--- config.mk ---
export PLATFORM = sky130hd
export DESIGN_NAME = display_seg_decoder
export DESIGN_NICKNAME = d
export VERILOG_FILES = /design/src/rtl/display_pkg.sv /design/src/rtl/display_seg_decoder_filter.sv /design/src/rtl/display_seg_decoder.sv
export SDC_FILE = /design/constraint.sdc
export NUM_CORES = 1
export LEC_CHECK = 0
export BUFFER_PORTS_ARGS = -buffer_cell sky130_fd_sc_hd__buf_2
export CORE_ASPECT_RATIO = 0.6
export CORE_UTILIZATION = 61
export DETAILED_ROUTE_END_ITERATION = 6
export GPL_TIMING_DRIVEN = 0
export PLACE_DENSITY = 0.93
export RECOVER_POWER = 50
export SLEW_MARGIN = 0
export SYNTH_ARGS = -nofsm -noshare
export SYNTH_HDL_FRONTEND = slang
export SYNTH_HIERARCHICAL = 1
export SYNTH_SLANG_ARGS = --single-unit
export TNS_END_PERCENT = 100
--- constraint.sdc ---
create_clock -name clk -period 3.46 [get_ports clk]
set_clock_uncertainty 0.1 [all_clocks]
set_input_delay 0.346 -clock clk [delete_from_list [all_inputs] [get_ports clk]]
set_output_delay 0.346 -clock clk [all_outputs]
set_load 0.03 [all_outputs]
--- src/rtl/display_pkg.sv ---
// Shared definitions for the 7-segment encoder/decoder pair: segment bit positions,
// the reference encoding function and the decoder FSM state type.
package display_pkg;

    localparam int SEG_A  = 7;
    localparam int SEG_B  = 6;
    localparam int SEG_C  = 5;
    localparam int SEG_D  = 4;
    localparam int SEG_E  = 3;
    localparam int SEG_F  = 2;
    localparam int SEG_G  = 1;
    localparam int SEG_DP = 0;

    typedef enum logic [0:0] {SETTLE = 1'b0, HOLD = 1'b1} state_t;

    // Active-low segment levels. Digits 0..7 light their segments and drive DP with
    // the sign bit; magnitudes 8..15 blank the whole display, sign included.
    function automatic logic [7:0] seg_encode(input logic sinal, input logic [3:0] diff);
        logic [6:0] on;
        logic [7:0] seg;
        case (diff)
            4'd0:    on = 7'b1111110;
            4'd1:    on = 7'b0110000;
            4'd2:    on = 7'b1101101;
            4'd3:    on = 7'b1111001;
            4'd4:    on = 7'b0110011;
            4'd5:    on = 7'b1011011;
            4'd6:    on = 7'b1011111;
            4'd7:    on = 7'b1110000;
            default: on = 7'b0000000;
        endcase
        seg = 8'hFF;
        if (diff < 4'd8) begin
            seg[SEG_A]  = ~on[6];
            seg[SEG_B]  = ~on[5];
            seg[SEG_C]  = ~on[4];
            seg[SEG_D]  = ~on[3];
            seg[SEG_E]  = ~on[2];
            seg[SEG_F]  = ~on[1];
            seg[SEG_G]  = ~on[0];
            seg[SEG_DP] = sinal;
        end
        return seg;
    endfunction

endpackage

--- src/rtl/display_seg_decoder_filter.sv ---
// Stability filter: optional 2-flop input synchronizer (SEG_INPUT_SYNC_EN),
// sample register, saturating match counter and the level "stable" indication.
module seg_stable_filter #(
    parameter int STABLE_CYCLES = 4
) (
    input  logic       clk,
    input  logic       reset,
    input  logic [7:0] i_seg,
    output logic [7:0] o_samp,
    output logic       o_stable
);
    import display_pkg::*;

    logic [7:0] w_in;
    logic [7:0] r_samp;
    logic [7:0] r_cnt;

`ifdef SEG_INPUT_SYNC_EN
    logic [7:0] r_sync1;
    logic [7:0] r_sync2;

    always_ff @(posedge clk) begin
        if (reset) begin
            r_sync1 <= 8'hFF;
            r_sync2 <= 8'hFF;
        end else begin
            r_sync1 <= i_seg;
            r_sync2 <= r_sync1;
        end
    end
    assign w_in = r_sync2;
`else
    assign w_in = i_seg;
`endif

    always_ff @(posedge clk) begin
        if (reset) begin
            r_samp <= 8'hFF;
            r_cnt  <= 8'd0;
        end else begin
            r_samp <= w_in;
            if (w_in != r_samp)
                r_cnt <= 8'd0;
            else if (r_cnt != 8'(STABLE_CYCLES))
                r_cnt <= r_cnt + 8'd1;
        end
    end

    // Held as a level so a pattern that settled while the consumer stalled is still seen later.
    assign o_samp   = r_samp;
    assign o_stable = (r_cnt >= 8'(STABLE_CYCLES - 1));

endmodule

--- src/rtl/display_seg_decoder.sv ---
// 7-segment pattern decoder: waits for a stable segment pattern, reverse-maps it to
// {sinal, diff} and hands each new value out over valid/ready. See SEG_INPUT_SYNC_EN.
module display_seg_decoder #(
    parameter int STABLE_CYCLES = 4
) (
    input  logic       clk,
    input  logic       reset,
    input  logic [7:0] seg_in,
    input  logic       out_ready,
    output logic       out_valid,
    output logic [3:0] diff,
    output logic       sinal,
    output logic       err,
    output logic       ambiguous,
    output logic       overrun
);
    import display_pkg::*;

    logic [7:0]  w_samp;
    logic        w_stable;
    logic [31:0] w_match;
    logic [4:0]  w_idx;
    logic        w_err;
    logic        w_amb;
    logic        w_new;

    state_t      r_state;
    logic [7:0]  r_last;
    logic        r_last_vld;

    seg_stable_filter #(.STABLE_CYCLES(STABLE_CYCLES)) u_filter (
        .clk      (clk),
        .reset    (reset),
        .i_seg    (seg_in),
        .o_samp   (w_samp),
        .o_stable (w_stable)
    );

    for (genvar gi = 0; gi < 32; gi++) begin : g_match
        localparam logic [4:0] IDX = 5'(gi);
        assign w_match[gi] = (seg_encode(IDX[4], IDX[3:0]) == w_samp);
    end

    always_comb begin
        w_idx = 5'd0;
        for (int i = 31; i >= 0; i--) begin
            if (w_match[i])
                w_idx = 5'(i);
        end
    end

    assign w_err = ~|w_match;
    assign w_amb = |(w_match & (w_match - 32'd1));
    assign w_new = w_stable && (!r_last_vld || (w_samp != r_last));

    always_ff @(posedge clk) begin
        if (reset) begin
            r_state    <= SETTLE;
            out_valid  <= 1'b0;
            diff       <= 4'd0;
            sinal      <= 1'b0;
            err        <= 1'b0;
            ambiguous  <= 1'b0;
            overrun    <= 1'b0;
            r_last     <= 8'd0;
            r_last_vld <= 1'b0;
        end else begin
            case (r_state)
                SETTLE: begin
                    if (w_new) begin
                        sinal      <= w_idx[4];
                        diff       <= w_idx[3:0];
                        err        <= w_err;
                        ambiguous  <= w_amb;
                        out_valid  <= 1'b1;
                        r_last     <= w_samp;
                        r_last_vld <= 1'b1;
                        r_state    <= HOLD;
                    end
                end
                HOLD: begin
                    // A pattern settling on the handshake edge is not lost; SETTLE picks it up next.
                    if (out_valid && out_ready) begin
                        out_valid <= 1'b0;
                        r_state   <= SETTLE;
                    end else if (w_new) begin
                        overrun <= 1'b1;
                    end
                end
                default: r_state <= SETTLE;
            endcase
        end
    end

endmodule

==> summary.md <==
The flow ran to the end, and the final reports show no timing, DRC or antenna violations. Total power for the finished layout comes to 0.000834 W. The cell count after synthesis came out at 188. The synthesized design contains 35 register bits. For this run, the slowest stage of the critical path takes 0.48 ns.

STA puts the critical path data arrival time at 2.35 ns. The number of I/O pins is 20. For the pin with the worst max-slew slack, the measured transition is 0.783 ns. The clock drives 35 sinks. After detailed routing, the number of remaining DRC violations is 0. In this run the tightest slew margin relative to its limit is 46.5%.

The worst setup path is of the flop to flop kind. The tools report the portion of total power attributed to combinational logic as 6.9%. Once the floorplan was initialized, standard cells occupied 66.0% of the core. After the first detailed-routing iteration, the DRC count stood at 101. The core region area came out at 0.00257 mm2. Per report_power, the sequential group accounts for 49.5% of the total. Across the VDD grid, the largest voltage drop is 0.295 mV. Setup repair after global routing left no endpoint under its margin. The tools report the number of antenna violations at the first check in global routing as 0. The total standard cell area after synthesis was 0.00170 mm2.

The most frequently used flop master after synthesis is dfxtp_1. The type of the most critical hold path is primary input to flop. Routability-driven placement finished with a final weighted congestion of 0.867. The worst setup path is launched from a flop. The via count of the first global-routing pass came out at 1204.

For this run, the total global-route usage over all layers was measured as 23.3%. Source-to-sink clock delay at the later pin of the worst-skew pair: 0.28 ns. The die is 70.1 um wide. In this run the power spent charging and discharging nets is 0.000185 W.

Summing over every cut layer, the via total after detailed routing is 1360. The worst path needs 2.29 ns of the cycle, external delays included. Of the synthesized area, sequential elements account for 41.2%. The detail route stage leaves a number of antenna-violating nets equal to 0. Max-cap violations in this run came to 0.

In the synthesized netlist the async set-or-reset flop fraction comes to 0%. The final layout contains routed wiring with a total length of 3280 um. In the final routed layout, each cell accounts on average for 13.3 um. Ranked by total cell area, the synthesized netlist is headed by dfxtp_1, xnor2_1, mux2i_1. During placement, the flow inserted port buffers numbering 19. Die area: 0.00301 mm2. The H-tree was split into 2 levels. From synthesis to final layout, the design area changed by 13.3%. The worst path uses 66.3% of the clock period. Dividing total power by cell area gives a power density of 433 mW/mm2. For this run, the top clock speed supported by timing is 436 MHz. Library cell contributing the largest single delay on the critical path: dfxtp_1. The final layout net count is 227, and the post-CTS resize count is 0. The share of synthesized area in the top cell type comes to 41.2%. The final count of hold timing violations was 0; the number of enable-type register cells in the synthesized netlist was 0. The post-CTS setup repair buffer count was 0. The tools report the root buffer selected by CTS as clkbuf_8. The run gives 43.5% as the clock power share. The commonest cells after synthesis are dfxtp_1, nor2_1, nand2_1, xnor2_1.

Measured along the y axis, the die boundary spans 42.9 um. The number of clock buffers added by TritonCTS is 5. The worst hold margin was 0.174 ns; the peak fanout along the critical path was 10. The run gives 0 as the count of inserted antenna diode cells. The cell type with the highest aggregate area in the netlist was dfxtp_1.

A synthesized cell averages 9.04 um2. The first global-routing pass estimated 5340 um of wire. Before antenna repair, the detailed router went through 4 iterations. The cell family contributing the most delay on the critical path is simple AND/OR/NAND/NOR gates. Row generation in the floorplan step produced 14 rows. Net switching is 22.2% of the power. In this run, distinct cell masters in the synthesized netlist total 39.

STA classifies the critical path endpoint as a flop. In the final layout, the share of cells above drive strength 1 is 19.1%. For the net count after synthesis, the log shows 201. For the worst setup path, the data required time is 3.52 ns. Once detailed placement completed, the half-perimeter wirelength came to 2370 um. The clock-pin slew on the worst setup and hold paths was 0.07 ns. The logs give 13 for the maximum number of pins on one net before global-route repair and 2 for the deepest clock path buffer count. Summed over all cells, the static leakage comes to 0.762 nW.

Using the TritonRoute via totals, the vias-per-cell ratio works out to 5.51. The cell-internal power is 0.000649 W, and the final global-route overflow total is 0. Setup violations remaining at the end of the flow were counted as 0. Buffers inserted to repair hold after CTS numbered 0.

TritonCTS built the clock tree. The logs give 6 for the Yosys warning count and 0 ns for the setup TNS. By instance count, the leading cell after synthesis is dfxtp_1. The combined buffer and inverter count along the critical path works out to 1. The max-slew violation total from the final report is 0.

Walking the worst path, the cells encountered are xor2_1, nor4_1, a311o_1, buf_2, mux2i_1, nor2_1.
==> per-layer routing <==
metal | GRT usage, % | vias to the layer above | share of wire [%]
li1 | - | 689 | -
met1 | 31.3 | 628 | 50
met2 | 35.4 | 41 | 44
met3 | 7.36 | 2 | 5.5
met4 | 8.40 | 0 | 0.34
met5 | 0 | - | 0
==> power groups by stage <==
stage	Clock [W]	Combinational (W)	Sequential, W
floorplan	0	0.0000412	0.000421
finish	0.000363	0.0000579	0.000413
global route	0.000384	0.0000631	0.000414
global placement	0	0.0000560	0.000422
CTS	0.000371	0.0000578	0.000413
detailed placement	0	0.0000572	0.000422
==> stage by stage <==
step / setup slack [ns] / instances / area (um2) / util [%]
after global routing: 1.02 / 247 / 1920 / 74.7
after global placement: 1.28 / 239 / 1830 / 71.2
after CTS: 1.18 / 247 / 1950 / 75.6
after floorplan: 1.54 / 188 / 1700 / -
after detailed placement: 1.21 / 239 / 1830 / 71.2
final: 1.17 / 247 / 1920 / 74.7
==> area by class of cell <==
cell class / instances / area (um2)
Multi-Input combinational cell: 136 / 907
Sequential cell: 35 / 701
Fill cell: 198 / 651
Timing Repair Buffer: 19 / 82.6
Clock buffer: 5 / 68.8
Buffer: 12 / 62.6
Clock inverter: 3 / 43.8
Tap cell: 32 / 40.0
Inverter: 5 / 18.8
==> sequential cells by signal, summed over array words and instances, names as in the netlist <==
signal / cells
r_last_vld: 1
err: 1
r_state: 1
u_filter/o_samp: 8
out_valid: 1
ambiguous: 1
diff: 4
sinal: 1
u_filter/r_cnt: 8
overrun: 1
r_last: 8
==> cell families (layout without fill, tap and decap cells) <==
group	after synthesis	after routing	synth area share, %
simple gates	80	80	24.6
buf+inv	17	44	5.23
mux	9	9	5.30
compound gates	20	20	7.51
flops	35	35	41.2
xor+xnor	25	25	14.7
fa+ha+maj	2	2	1.47
==> worst register-to-register path, delay by kind of cell (launching register included) <==
family | cells | cell delay [ns]
mux | 1 | 0.24
simple gates | 2 | 0.54
buf+inv | 1 | 0.32
flops | 1 | 0.48
compound gates | 1 | 0.37
xor+xnor | 1 | 0.11
==> layout by cell type, fill, tap and decap left out, drive strengths merged, types with 5 or more instances in the layout <==
cell,count
clkbuf,19
nor3,6
dfxtp,35
a21oi,11
nand2,12
nand3,8
inv,5
or2,9
buf,17
nor2,21
mux2i,9
xor2,14
xnor2,11
==> path summary, 6_finish.rpt <==
check / start / endpoint / slack, ns / cells after the start
max reg2reg: u_filter/o_samp[0] / r_last[3] / 1.17 / 6
max: u_filter/o_samp[0] / r_last[3] / 1.17 / 6
min reg2reg: err / err / 0.36 / 2
min: seg_in[2] / u_filter/o_samp[2] / 0.17 / 2
No activity file was read; power rests on OpenSTA's default activity.
